## src/rtl/tlb_array_pkg.sv

```systemverilog
// tlb_array_pkg: shared constants and types for the joint TLB.
//   - TLBNUM / IDX_W: entry count and index width
//   - EntryHi / EntryLo field offsets in CP0 register layout
//   - tlb_page_t / tlb_entry_t: stored per-page and per-entry state
//   - page_to_lo(): rebuilds a CP0 EntryLo value from stored fields
package tlb_array_pkg;

    localparam int TLBNUM = 16;
    localparam int IDX_W  = 4;

    // EntryLo field offsets
    localparam int LO_PFN_HI = 25;
    localparam int LO_PFN_LO = 6;
    localparam int LO_C_HI   = 5;
    localparam int LO_C_LO   = 3;
    localparam int LO_D      = 2;
    localparam int LO_V      = 1;
    localparam int LO_G      = 0;

    // EntryHi field offsets
    localparam int HI_VPN2_HI = 31;
    localparam int HI_VPN2_LO = 13;
    localparam int HI_ASID_HI = 7;
    localparam int HI_ASID_LO = 0;

    typedef struct packed {
        logic [19:0] pfn;
        logic [2:0]  c;
        logic        d;
        logic        v;
    } tlb_page_t;

    typedef struct packed {
        logic        used;
        logic [18:0] vpn2;
        logic [7:0]  asid;
        logic        g;
        tlb_page_t   p0;
        tlb_page_t   p1;
    } tlb_entry_t;

    // {6'b0, pfn, c, d, v, g}: G is the entry-wide global bit on both halves
    function automatic logic [31:0] page_to_lo(tlb_page_t p, logic g);
        return {6'b0, p.pfn, p.c, p.d, p.v, g};
    endfunction

endpackage

```

## src/rtl/tlb_array_if.sv

```systemverilog
// tlb_array_if: all non-clock signals of the TLB array.
//   - s0/s1: combinational translation ports (fetch, data)
//   - tlbwi_*: TLBWI write port (Index + EntryHi/Lo0/Lo1)
//   - tlbp_*: TLBP probe request and registered result
//   - r_index / tlbr_*: TLBR combinational read port
// slave = the TLB array, master = the CP0/pipeline side.
interface tlb_array_if;
    import tlb_array_pkg::*;

    logic [18:0]      s0_vpn2,  s1_vpn2;
    logic             s0_odd,   s1_odd;
    logic [7:0]       s0_asid,  s1_asid;
    logic             s0_found, s1_found;
    logic [IDX_W-1:0] s0_index, s1_index;
    logic [19:0]      s0_pfn,   s1_pfn;
    logic [2:0]       s0_c,     s1_c;
    logic             s0_d,     s1_d;
    logic             s0_v,     s1_v;

    logic             tlbwi_we;
    logic [IDX_W-1:0] w_index;
    logic [31:0]      w_entryhi, w_entrylo0, w_entrylo1;

    logic             tlbp_req;
    logic [31:0]      p_entryhi;
    logic             tlbp_index_p;
    logic [5:0]       tlbp_index_index;

    logic [IDX_W-1:0] r_index;
    logic [31:0]      tlbr_entryhi, tlbr_entrylo0, tlbr_entrylo1;

    modport slave (
        input  s0_vpn2, s0_odd, s0_asid, s1_vpn2, s1_odd, s1_asid,
        output s0_found, s0_index, s0_pfn, s0_c, s0_d, s0_v,
        output s1_found, s1_index, s1_pfn, s1_c, s1_d, s1_v,
        input  tlbwi_we, w_index, w_entryhi, w_entrylo0, w_entrylo1,
        input  tlbp_req, p_entryhi,
        output tlbp_index_p, tlbp_index_index,
        input  r_index,
        output tlbr_entryhi, tlbr_entrylo0, tlbr_entrylo1
    );

    modport master (
        output s0_vpn2, s0_odd, s0_asid, s1_vpn2, s1_odd, s1_asid,
        input  s0_found, s0_index, s0_pfn, s0_c, s0_d, s0_v,
        input  s1_found, s1_index, s1_pfn, s1_c, s1_d, s1_v,
        output tlbwi_we, w_index, w_entryhi, w_entrylo0, w_entrylo1,
        output tlbp_req, p_entryhi,
        input  tlbp_index_p, tlbp_index_index,
        output r_index,
        input  tlbr_entryhi, tlbr_entrylo0, tlbr_entrylo1
    );

endinterface

```

## src/rtl/tlb_array_match.sv

```systemverilog
// tlb_match: compares one VPN2/ASID against every entry and returns the
// lowest matching index.
//   used/g/vpn2s/asids : flattened per-entry tag state
//   vpn2/asid          : lookup key
//   found/index        : hit flag and winning entry (index=0 on miss)
module tlb_match
    import tlb_array_pkg::*;
(
    input  logic [TLBNUM-1:0]        used,
    input  logic [TLBNUM-1:0]        g,
    input  logic [TLBNUM-1:0][18:0]  vpn2s,
    input  logic [TLBNUM-1:0][7:0]   asids,
    input  logic [18:0]              vpn2,
    input  logic [7:0]               asid,
    output logic                     found,
    output logic [IDX_W-1:0]         index
);

    logic [TLBNUM-1:0] hit;

    always_comb begin
        for (int i = 0; i < TLBNUM; i++) begin
            hit[i] = used[i] && (vpn2s[i] == vpn2) && (g[i] || (asids[i] == asid));
        end
    end

    // Walk from the top down so the lowest hitting index is the last write.
    always_comb begin
        found = 1'b0;
        index = '0;
        for (int i = TLBNUM - 1; i >= 0; i--) begin
            if (hit[i]) begin
                found = 1'b1;
                index = i[IDX_W-1:0];
            end
        end
    end

endmodule

```

## src/rtl/tlb_array.sv

```systemverilog
// tlb_array: 16-entry fully-associative MIPS32 joint TLB, 4 KB pages.
//   clk, resetn : clock, synchronous active-low reset
//   bus (slave) : s0/s1 combinational translation, TLBWI write,
//                 TLBP probe (1-cycle registered result), TLBR read.
// Writes land at posedge; searches, probes and reads in the write cycle
// therefore observe the old contents.
module tlb_array
    import tlb_array_pkg::*;
(
    input  logic        clk,
    input  logic        resetn,
    tlb_array_if.slave  bus
);

    tlb_entry_t [TLBNUM-1:0] ent_q, ent_d;
    tlb_entry_t              new_ent;
    logic                    tlbp_p_q, tlbp_p_d;
    logic [5:0]              tlbp_idx_q, tlbp_idx_d;

    // Flattened tag views for the matchers
    logic [TLBNUM-1:0]       used_v, g_v;
    logic [TLBNUM-1:0][18:0] vpn2_v;
    logic [TLBNUM-1:0][7:0]  asid_v;

    for (genvar i = 0; i < TLBNUM; i++) begin : g_flat
        assign used_v[i] = ent_q[i].used;
        assign g_v[i]    = ent_q[i].g;
        assign vpn2_v[i] = ent_q[i].vpn2;
        assign asid_v[i] = ent_q[i].asid;
    end

    logic             s0_found, s1_found, p_found;
    logic [IDX_W-1:0] s0_idx,   s1_idx,   p_idx;

    tlb_match u_match_s0 (
        .used(used_v), .g(g_v), .vpn2s(vpn2_v), .asids(asid_v),
        .vpn2(bus.s0_vpn2), .asid(bus.s0_asid),
        .found(s0_found), .index(s0_idx)
    );

    tlb_match u_match_s1 (
        .used(used_v), .g(g_v), .vpn2s(vpn2_v), .asids(asid_v),
        .vpn2(bus.s1_vpn2), .asid(bus.s1_asid),
        .found(s1_found), .index(s1_idx)
    );

    tlb_match u_match_p (
        .used(used_v), .g(g_v), .vpn2s(vpn2_v), .asids(asid_v),
        .vpn2(bus.p_entryhi[HI_VPN2_HI:HI_VPN2_LO]),
        .asid(bus.p_entryhi[HI_ASID_HI:HI_ASID_LO]),
        .found(p_found), .index(p_idx)
    );

    // Entry image built from the CP0 registers for TLBWI
    always_comb begin
        new_ent        = '0;
        new_ent.used   = 1'b1;
        new_ent.vpn2   = bus.w_entryhi[HI_VPN2_HI:HI_VPN2_LO];
        new_ent.asid   = bus.w_entryhi[HI_ASID_HI:HI_ASID_LO];
        new_ent.g      = bus.w_entrylo0[LO_G] & bus.w_entrylo1[LO_G];
        new_ent.p0.pfn = bus.w_entrylo0[LO_PFN_HI:LO_PFN_LO];
        new_ent.p0.c   = bus.w_entrylo0[LO_C_HI:LO_C_LO];
        new_ent.p0.d   = bus.w_entrylo0[LO_D];
        new_ent.p0.v   = bus.w_entrylo0[LO_V];
        new_ent.p1.pfn = bus.w_entrylo1[LO_PFN_HI:LO_PFN_LO];
        new_ent.p1.c   = bus.w_entrylo1[LO_C_HI:LO_C_LO];
        new_ent.p1.d   = bus.w_entrylo1[LO_D];
        new_ent.p1.v   = bus.w_entrylo1[LO_V];
    end

    always_comb begin
        ent_d = ent_q;
        if (bus.tlbwi_we) begin
            ent_d[bus.w_index] = new_ent;
        end
    end

    // Probe result is taken from the pre-write array and held until the
    // next request; the matcher already reports index 0 on a miss.
    always_comb begin
        tlbp_p_d   = tlbp_p_q;
        tlbp_idx_d = tlbp_idx_q;
        if (bus.tlbp_req) begin
            tlbp_p_d   = ~p_found;
            tlbp_idx_d = {{(6 - IDX_W){1'b0}}, p_idx};
        end
    end

    always_ff @(posedge clk) begin
        if (!resetn) begin
            ent_q      <= '0;
            tlbp_p_q   <= 1'b0;
            tlbp_idx_q <= '0;
        end else begin
            ent_q      <= ent_d;
            tlbp_p_q   <= tlbp_p_d;
            tlbp_idx_q <= tlbp_idx_d;
        end
    end

    // Search data comes from the same entry the encoder picked; on a miss
    // the whole page is forced to zero.
    tlb_page_t s0_page, s1_page;

    always_comb begin
        s0_page = '0;
        if (s0_found) begin
            s0_page = bus.s0_odd ? ent_q[s0_idx].p1 : ent_q[s0_idx].p0;
        end
    end

    always_comb begin
        s1_page = '0;
        if (s1_found) begin
            s1_page = bus.s1_odd ? ent_q[s1_idx].p1 : ent_q[s1_idx].p0;
        end
    end

    assign bus.s0_found = s0_found;
    assign bus.s0_index = s0_idx;
    assign bus.s0_pfn   = s0_page.pfn;
    assign bus.s0_c     = s0_page.c;
    assign bus.s0_d     = s0_page.d;
    assign bus.s0_v     = s0_page.v;

    assign bus.s1_found = s1_found;
    assign bus.s1_index = s1_idx;
    assign bus.s1_pfn   = s1_page.pfn;
    assign bus.s1_c     = s1_page.c;
    assign bus.s1_d     = s1_page.d;
    assign bus.s1_v     = s1_page.v;

    assign bus.tlbp_index_p     = tlbp_p_q;
    assign bus.tlbp_index_index = tlbp_idx_q;

    tlb_entry_t r_ent;
    assign r_ent = ent_q[bus.r_index];

    assign bus.tlbr_entryhi  = {r_ent.vpn2, 5'b0, r_ent.asid};
    assign bus.tlbr_entrylo0 = page_to_lo(r_ent.p0, r_ent.g);
    assign bus.tlbr_entrylo1 = page_to_lo(r_ent.p1, r_ent.g);

    // Register bits the TLB does not store
    logic unused_bits;
    assign unused_bits = ^{bus.w_entryhi[12:8], bus.w_entrylo0[31:26],
                           bus.w_entrylo1[31:26], bus.p_entryhi[12:8]};

endmodule
```

## src/flat_wrapper.sv

```systemverilog
// flat-port wrapper written by rule: the top's interface ports become plain ports
module tlb_array_flat import tlb_array_pkg::*;
  (clk, resetn, bus_s0_vpn2, bus_s0_odd, bus_s0_asid, bus_s1_vpn2, bus_s1_odd, bus_s1_asid, bus_s0_found, bus_s0_index, bus_s0_pfn, bus_s0_c, bus_s0_d, bus_s0_v, bus_s1_found, bus_s1_index, bus_s1_pfn, bus_s1_c, bus_s1_d, bus_s1_v, bus_tlbwi_we, bus_w_index, bus_w_entryhi, bus_w_entrylo0, bus_w_entrylo1, bus_tlbp_req, bus_p_entryhi, bus_tlbp_index_p, bus_tlbp_index_index, bus_r_index, bus_tlbr_entryhi, bus_tlbr_entrylo0, bus_tlbr_entrylo1);
  tlb_array_if bus_i ();
  input  logic clk;
  input  logic resetn;
  input wire logic [$bits(bus_i.s0_vpn2)-1:0] bus_s0_vpn2;
  input wire logic [$bits(bus_i.s0_odd)-1:0] bus_s0_odd;
  input wire logic [$bits(bus_i.s0_asid)-1:0] bus_s0_asid;
  input wire logic [$bits(bus_i.s1_vpn2)-1:0] bus_s1_vpn2;
  input wire logic [$bits(bus_i.s1_odd)-1:0] bus_s1_odd;
  input wire logic [$bits(bus_i.s1_asid)-1:0] bus_s1_asid;
  output wire logic [$bits(bus_i.s0_found)-1:0] bus_s0_found;
  output wire logic [$bits(bus_i.s0_index)-1:0] bus_s0_index;
  output wire logic [$bits(bus_i.s0_pfn)-1:0] bus_s0_pfn;
  output wire logic [$bits(bus_i.s0_c)-1:0] bus_s0_c;
  output wire logic [$bits(bus_i.s0_d)-1:0] bus_s0_d;
  output wire logic [$bits(bus_i.s0_v)-1:0] bus_s0_v;
  output wire logic [$bits(bus_i.s1_found)-1:0] bus_s1_found;
  output wire logic [$bits(bus_i.s1_index)-1:0] bus_s1_index;
  output wire logic [$bits(bus_i.s1_pfn)-1:0] bus_s1_pfn;
  output wire logic [$bits(bus_i.s1_c)-1:0] bus_s1_c;
  output wire logic [$bits(bus_i.s1_d)-1:0] bus_s1_d;
  output wire logic [$bits(bus_i.s1_v)-1:0] bus_s1_v;
  input wire logic [$bits(bus_i.tlbwi_we)-1:0] bus_tlbwi_we;
  input wire logic [$bits(bus_i.w_index)-1:0] bus_w_index;
  input wire logic [$bits(bus_i.w_entryhi)-1:0] bus_w_entryhi;
  input wire logic [$bits(bus_i.w_entrylo0)-1:0] bus_w_entrylo0;
  input wire logic [$bits(bus_i.w_entrylo1)-1:0] bus_w_entrylo1;
  input wire logic [$bits(bus_i.tlbp_req)-1:0] bus_tlbp_req;
  input wire logic [$bits(bus_i.p_entryhi)-1:0] bus_p_entryhi;
  output wire logic [$bits(bus_i.tlbp_index_p)-1:0] bus_tlbp_index_p;
  output wire logic [$bits(bus_i.tlbp_index_index)-1:0] bus_tlbp_index_index;
  input wire logic [$bits(bus_i.r_index)-1:0] bus_r_index;
  output wire logic [$bits(bus_i.tlbr_entryhi)-1:0] bus_tlbr_entryhi;
  output wire logic [$bits(bus_i.tlbr_entrylo0)-1:0] bus_tlbr_entrylo0;
  output wire logic [$bits(bus_i.tlbr_entrylo1)-1:0] bus_tlbr_entrylo1;
  assign bus_i.s0_vpn2 = bus_s0_vpn2;
  assign bus_i.s0_odd = bus_s0_odd;
  assign bus_i.s0_asid = bus_s0_asid;
  assign bus_i.s1_vpn2 = bus_s1_vpn2;
  assign bus_i.s1_odd = bus_s1_odd;
  assign bus_i.s1_asid = bus_s1_asid;
  assign bus_s0_found = bus_i.s0_found;
  assign bus_s0_index = bus_i.s0_index;
  assign bus_s0_pfn = bus_i.s0_pfn;
  assign bus_s0_c = bus_i.s0_c;
  assign bus_s0_d = bus_i.s0_d;
  assign bus_s0_v = bus_i.s0_v;
  assign bus_s1_found = bus_i.s1_found;
  assign bus_s1_index = bus_i.s1_index;
  assign bus_s1_pfn = bus_i.s1_pfn;
  assign bus_s1_c = bus_i.s1_c;
  assign bus_s1_d = bus_i.s1_d;
  assign bus_s1_v = bus_i.s1_v;
  assign bus_i.tlbwi_we = bus_tlbwi_we;
  assign bus_i.w_index = bus_w_index;
  assign bus_i.w_entryhi = bus_w_entryhi;
  assign bus_i.w_entrylo0 = bus_w_entrylo0;
  assign bus_i.w_entrylo1 = bus_w_entrylo1;
  assign bus_i.tlbp_req = bus_tlbp_req;
  assign bus_i.p_entryhi = bus_p_entryhi;
  assign bus_tlbp_index_p = bus_i.tlbp_index_p;
  assign bus_tlbp_index_index = bus_i.tlbp_index_index;
  assign bus_i.r_index = bus_r_index;
  assign bus_tlbr_entryhi = bus_i.tlbr_entryhi;
  assign bus_tlbr_entrylo0 = bus_i.tlbr_entrylo0;
  assign bus_tlbr_entrylo1 = bus_i.tlbr_entrylo1;
  tlb_array u_core (.clk(clk), .resetn(resetn), .bus(bus_i));
endmodule
```

## config.mk

```make
export PLATFORM = sky130hd
export DESIGN_NAME = tlb_array_flat
export DESIGN_NICKNAME = d
export VERILOG_FILES = /design/src/rtl/tlb_array_pkg.sv /design/src/rtl/tlb_array_if.sv /design/src/rtl/tlb_array_match.sv /design/src/rtl/tlb_array.sv /design/src/flat_wrapper.sv
export SDC_FILE = /design/constraint.sdc
export NUM_CORES = 2
export LEC_CHECK = 0
export BUFFER_PORTS_ARGS = -buffer_cell sky130_fd_sc_hd__buf_4
export CAP_MARGIN = 20
export CORE_ASPECT_RATIO = 0.8
export CORE_MARGIN = 5
export CORE_UTILIZATION = 45
export DETAILED_ROUTE_END_ITERATION = 12
export PLACE_DENSITY = 0.64
export SLEW_MARGIN = 5
export SYNTH_ARGS = -nofsm -noshare
export SYNTH_HDL_FRONTEND = slang
export SYNTH_SLANG_ARGS = --single-unit
```

## constraint.sdc

```tcl
create_clock -name clk -period 4.29 [get_ports clk]
set_input_delay 0.2145 -clock clk [delete_from_list [all_inputs] [get_ports clk]]
set_output_delay 0.2145 -clock clk [all_outputs]
set_load 0.05 [all_outputs]
```

# --- Word-level counts from Yosys, hierarchy flattened ---
# Index checks and enable logic that the tools add are counted.
word_totals:
  output_inout_bits: 163
  reg_bits: 1269
  inputBits: 196
classes:
  reduce_logical: 145
  eq_ne: 96
  order_cmp: 5
  bitwise: 2
  n_mux: 109
op_table:
  columns: ["operator", "count"]
  rows:
  - ["bitwise mux 1264 bit", 1]
  - ["binary-select mux 79 bit (select 4 bit)", 3]
  - ["== test 19 bit", 48]
  - ["== test 8 bit", 48]
  - ["demux 79 bit (select 4 bit)", 1]
  - ["2-to-1 mux 4 bit", 48]
  - ["2-to-1 mux 25 bit", 4]
  - ["2-to-1 mux 50 bit", 2]
  - ["logical AND 1 bit", 97]
  - ["2-to-1 mux 79 bit", 1]
  - ["2-to-1 mux 78 bit", 1]
  - ["logical OR 1 bit", 48]
  - ["2-to-1 mux 1 bit", 48]
  - ["< comparator 4 x 5 -> 1 bit (second input constant)", 4]
  - ["greater-or-equal comparator 4 x 1 -> 1 bit (second input constant)", 1]
  - ["bitwise AND 1 bit", 1]
  - ["NOT 1 bit", 1]

# --- Depth between registers and ports, before layout ---
depth:
  ltp_word: 23
  ltp_mapped: 19
  ltp_nobuf: 13

# --- Cells and area by module ---
# From an unflattened synthesis, not the netlist that was laid out.
hier_totals:
  hier_cells: 9171
  hier_area_um2: 84941.5
modules_own_cells:
  columns: ["module", "cells_each", "area_each_um2", "seq_area_each_um2", "instances"]
  rows:
  - ["tlb_array", 7137, 68853.5, 25404.4, 1]
  - ["tlb_match", 678, 5362.6, 0.0, 3]

# --- Least setup slack after synthesis ---
# Ideal clock, no wire load.
synth_path:
  path_kind: "input -> output"
  start: "input bus_s0_vpn2[18]"
  end: "output bus_s0_pfn[16]"
  path_stages: 15
  setup_slack_ps: -277
  arrival_time_ps: 4353
  t_required_ps: 4076
  cell_sequence: "buf_4 > buf_4 > xor2_1 > nor4_1 > nand3_1 > or4_1 > nand4_1 > nor2_1 > o21ai_1 > inv_1 > nand2_1 > clkbuf_1 > a221oi_1 > a32o_1 > o311ai_1"
synth_via:
  elab_chain_cells: 23
  elab_cells_between_ends: 84
  cone_classes: "eq/ne: 16; mux: 36; reduce/logical: 32"
synth_rtl:
  columns: ["element", "line_no", "source"]
  rows:
  - ["start, declared", "flat_wrapper.sv:7", "input wire logic [$bits(bus_i.s0_vpn2)-1:0] bus_s0_vpn2;"]
  - ["== test 19 bit", "tlb_array_match.sv:23", "hit[i] = used[i] && (vpn2s[i] == vpn2) && (g[i] || (asids[i] == asid));"]
  - ["logical AND 1 bit (2 in a row)", "tlb_array_match.sv:23", null]
  - ["2-to-1 mux 4 bit (15 in a row)", "tlb_array_match.sv:32", "if (hit[i]) begin"]
  - ["2-to-1 mux 4 bit (*)", "tlb_array_match.sv:32", null]
  - ["via bus_s0_index[3]", "flat_wrapper.sv:14", "output wire logic [$bits(bus_i.s0_index)-1:0] bus_s0_index;"]
  - ["binary-select mux 79 bit (select 4 bit) (*)", "tlb_array.sv:108", "s0_page = bus.s0_odd ? ent_q[s0_idx].p1 : ent_q[s0_idx].p0;"]
  - ["2-to-1 mux 50 bit (implied by the code) (*)", "tlb_array.sv:108", null]
  - ["2-to-1 mux 25 bit (*)", "tlb_array.sv:108", null]
  - ["2-to-1 mux 25 bit (*)", "tlb_array.sv:107", "if (s0_found) begin"]
  - ["end, declared", "flat_wrapper.sv:15", "output wire logic [$bits(bus_i.s0_pfn)-1:0] bus_s0_pfn;"]
# Mark *: on every way through the listed nets, which the timed path passes. The rest lies on a longest branch. The select of a mux whose other input is x is not followed.

# --- Worst setup path after layout ---
layout_path:
  start: "register u_core.ent_q, in the netlist u_core.asid_v[104]"
  end: "output bus_s0_c[0]"
layout_via:
  elab_chain_cells: 21
  elab_cells_between_ends: 35
  cone_classes: "eq/ne: 1; mux: 32; reduce/logical: 2"
layout_rtl:
  columns: ["element", "line_no", "source"]
  rows:
  - ["start, declared", "tlb_array.sv:15", "tlb_entry_t [TLBNUM-1:0] ent_q, ent_d;"]
  - ["start signal, assigned", "tlb_array.sv:95", "ent_q <= ent_d;"]
  - ["== test 8 bit (*)", "tlb_array_match.sv:23", null]
  - ["logical OR 1 bit (*)", "tlb_array_match.sv:23", null]
  - ["logical AND 1 bit (*)", "tlb_array_match.sv:23", null]
  - ["2-to-1 mux 4 bit (14 in a row)", "tlb_array_match.sv:32", null]
  - ["binary-select mux 79 bit (select 4 bit)", "tlb_array.sv:108", null]
  - ["2-to-1 mux 50 bit (implied by the code)", "tlb_array.sv:108", null]
  - ["2-to-1 mux 25 bit", "tlb_array.sv:108", null]
  - ["2-to-1 mux 25 bit (*)", "tlb_array.sv:107", null]
  - ["end, declared", "flat_wrapper.sv:16", "output wire logic [$bits(bus_i.s0_c)-1:0] bus_s0_c;"]
# Every way passes the cells marked *; elsewhere a longest branch is shown, timed or not. The select of a mux whose other input is x is not followed.

==> flow_summary.json <==
{
  "syn_area_per_cell_um2": 8.55,
  "grt_overflow": 0,
  "dp_hpwl_mm": 366,
  "clk_latency_ps": 870,
  "rsz0062_at_grt": "true",
  "cpMaxStageDelayCell": "nand4_1",
  "cts.clk_slew.worst_paths_ps": 70,
  "fin_nets": 12000,
  "worstSetupStartpointType": "flip-flop",
  "grt_antenna_before_repair": 35,
  "vias": 96600,
  "clock_sinks": 1269,
  "coreArea_um2": 195000,
  "die_h_um": 406,
  "power_leakage_nw": 43.6,
  "initial_core_util_pct": 45.3,
  "synthFlopType": "dfxtp_1",
  "drive_gt1_share_pct": 30.1,
  "firstDrtPassIters": 7,
  "fin_crit_ps": 5810,
  "setup_violations": 51,
  "track_usage_pct": 48.7,
  "root_buffer": "clkbuf_16",
  "nFillCells": 16800,
  "hold_violations": 0,
  "crit_chain": "xor2_1 -> nor4_2 -> buf_4 -> a21oi_4 -> or4_4 -> o211ai_1 -> a31oi_4 -> o311ai_4 -> a21oi_4 -> buf_12 -> buf_4 -> inv_8 -> buf_12 -> a311oi_2 -> o21bai_4 -> nand4_1 -> buf_6",
  "clockBufferDepth": 3,
  "avgRoutedWirePerCell_um": 36.3,
  "num_io_pins": 359,
  "drv_cap": 0,
  "syn_to_final_growth_pct": 33.1,
  "cts_tree": "done",
  "placed_cells": 14000,
  "synthCells": 10300,
  "place_ws_ps": -2140,
  "timing.final.crit_share_pct": 135,
  "cts-buffers-inserted": 148,
  "finalPower_w": 0.0306,
  "drv_slew": 0,
  "yosysSeqAreaShare_pct": 28.7,
  "wl_mm": 527,
  "synth.top_cell.area_share_pct": 28.7,
  "yosys.area.top_type": "dfxtp_1",
  "drc": 0,
  "setup_ws_ps": -1520,
  "grt_start_max_net_pins": 194,
  "ant_nets": 0,
  "drt_first_iter_violations": 16700,
  "synth_warnings": 0,
  "status": "finished with violations",
  "ir_drop_uv": 408,
  "die-area_um2": 205000,
  "netlist_area_um2": 88400,
  "hold_ws_ps": 89.0,
  "fmax_ghz": 0.172,
  "die_w_um": 505,
  "async_flop_share_pct": 0,
  "ys_types": 94,
  "violations": "setup timing",
  "grt_pass1_vias": 88700,
  "synth_edf_count": 0,
  "vias_per_cell": 6.64,
  "routabilityCongestion": 1.09,
  "rows": 145,
  "fin_skew_ps": 56.5,
  "finalNonFillerCells": 14500,
  "h-tree-depth": 4,
  "arrival_ps": 5600,
  "synth_area_leaders": "dfxtp_1, nand2_1, a21boi_0",
  "slew_headroom_pct": 21.4,
  "end_kind": "output pin",
  "crit_fanout": 8,
  "tightestPinTransition_ps": 1180,
  "ys_ff_latch": 1269,
  "path_class": "flip-flop to output pin",
  "io_buffers": 317,
  "required_ps": 4080,
  "min_path_type": "input pin to flip-flop",
  "power_density_nw_per_um2": 260,
  "grt_pass1_wl_mm": 711,
  "cp_slowest_stage_delay_ps": 730
}
-- worst max-delay path: cells and delay by family (launching register included) --
family          cells  cell delay (ps)
compound gates      7             1380
xor+xnor            1              170
simple gates        3             1650
buf+inv             6             1170
flops               1              370
-- cell usage after synthesis, types with 128 or more instances --
library cell and count:
a21boi_0 1249, clkbuf_1 720, dfxtp_1 1269, mux2_2 158
mux2i_1 546, mux4_2 390, nand2_1 2769, nand3_1 128
nand4_1 141, nor4_1 318, xnor2_1 335, xor2_1 961
-- path summary, 6_finish.rpt --
check | slack (ps) | cells after the start | from | to
setup / recovery | -1520 | 17 | u_core.asid_v[104] | bus_s0_c[0]
hold / removal | 90 | 6 | bus_w_index[2] | u_core.asid_v[56]
setup reg to reg | 470 | 14 | u_core.asid_v[117] | u_core.bus.tlbp_index_index[0]
hold reg to reg | 490 | 2 | u_core.ent_q[1169] | u_core.ent_q[1169]
-- sequential cells by signal (all words and copies together), names as in the netlist --
name                         flops
u_core.bus.tlbp_index_index      4
u_core.bus.tlbp_index_p          1
u_core.asid_v                  128
u_core.ent_q                  1136
-- cell type report --
cell class / count / area [um2] / area share (%)
Clock buffer: 199 / 4220 / 3.58
Clock inverter: 65 / 1040 / 0.882
Sequential cell: 1269 / 25500 / 21.7
Timing Repair Buffer: 2367 / 22400 / 19.1
Multi-Input combinational cell: 8036 / 61100 / 52.0
Antenna cell: 18 / 45.0 / 0.0383
Inverter: 12 / 57.6 / 0.0489
Tap cell: 2572 / 3220 / 2.74
-- timing repair --
| action | 4_1_cts | 5_1_grt |
|---|---|---|
| buffers inserted | 118 | 59 |
| gates cloned | 22 | 13 |
| pin swaps | 154 | 174 |
| hold buffers | 82 | 0 |
| resized for setup | 538 | 349 |
| setup endpoints to repair | 58 | 57 |
| endpoints found under the hold margin | 1238 | 0 |
-- logic make-up after synthesis --
logic type	after synthesis	share of synthesized area, %
muxes	1110	18.3
DFF	1269	28.7
buffers and inverters	1047	5.72
AOI/OAI and AO/OA	1913	16.1
and+or+nand+nor	3698	18.2
other	1	0.00424
xor gates and xnor gates	1296	12.8
-- metal layers --
layer  vias up  part of all wire (%)  track usage (%)  routed length (um)
met5         -                 0.072            0.565                 381
met4        32                   6.1             23.0               32000
met3      1861                    17             23.2               91300
met2      8293                    38             64.7              199000
met1     47300                    39             65.6              204000
li1      39200                     -                -                   -
-- where the power goes --
part	internal [W]	switching, W
registers	0.0119	0.000192
logic	0.00163	0.00280
clock network	0.00790	0.00616
total	0.0215	0.00915
-- placed cells by master (no fill, tap or decap), types with 55 or more instances in the layout --
| cell | Yosys | layout |
|---|---|---|
| nor2b_1 | 61 | 55 |
| buf_4 | 87 | 1832 |
| xor2_1 | 961 | 951 |
| xnor2_1 | 335 | 330 |
| mux4_2 | 390 | 390 |
| nor4_2 | 4 | 60 |
| dlygate4sd3_1 | 0 | 82 |
| mux2i_1 | 546 | 511 |
| nand4_1 | 141 | 141 |
| a21boi_0 | 1249 | 1249 |
| a21oi_1 | 119 | 84 |
| buf_12 | 3 | 231 |
| nand2_1 | 2769 | 2745 |
| nor4_1 | 318 | 253 |
| buf_6 | 83 | 146 |
| clkbuf_16 | 0 | 163 |
| nor2_1 | 109 | 84 |
| nand3_1 | 128 | 106 |
| dfxtp_1 | 1269 | 1225 |
| mux2_2 | 158 | 132 |
-- through the flow --
step	utilization [%]	instance area, um2	TNS, ps
6_report	60.2	118000	-65080
5_1_grt	60.2	118000	-70080
4_1_cts	59.1	115000	-62380
3_5_place_dp	54.0	106000	-47700
3_3_place_gp	54.0	105000	-51820
2_1_floorplan	-	88500	0
No activity file was read; power rests on OpenSTA's default activity.
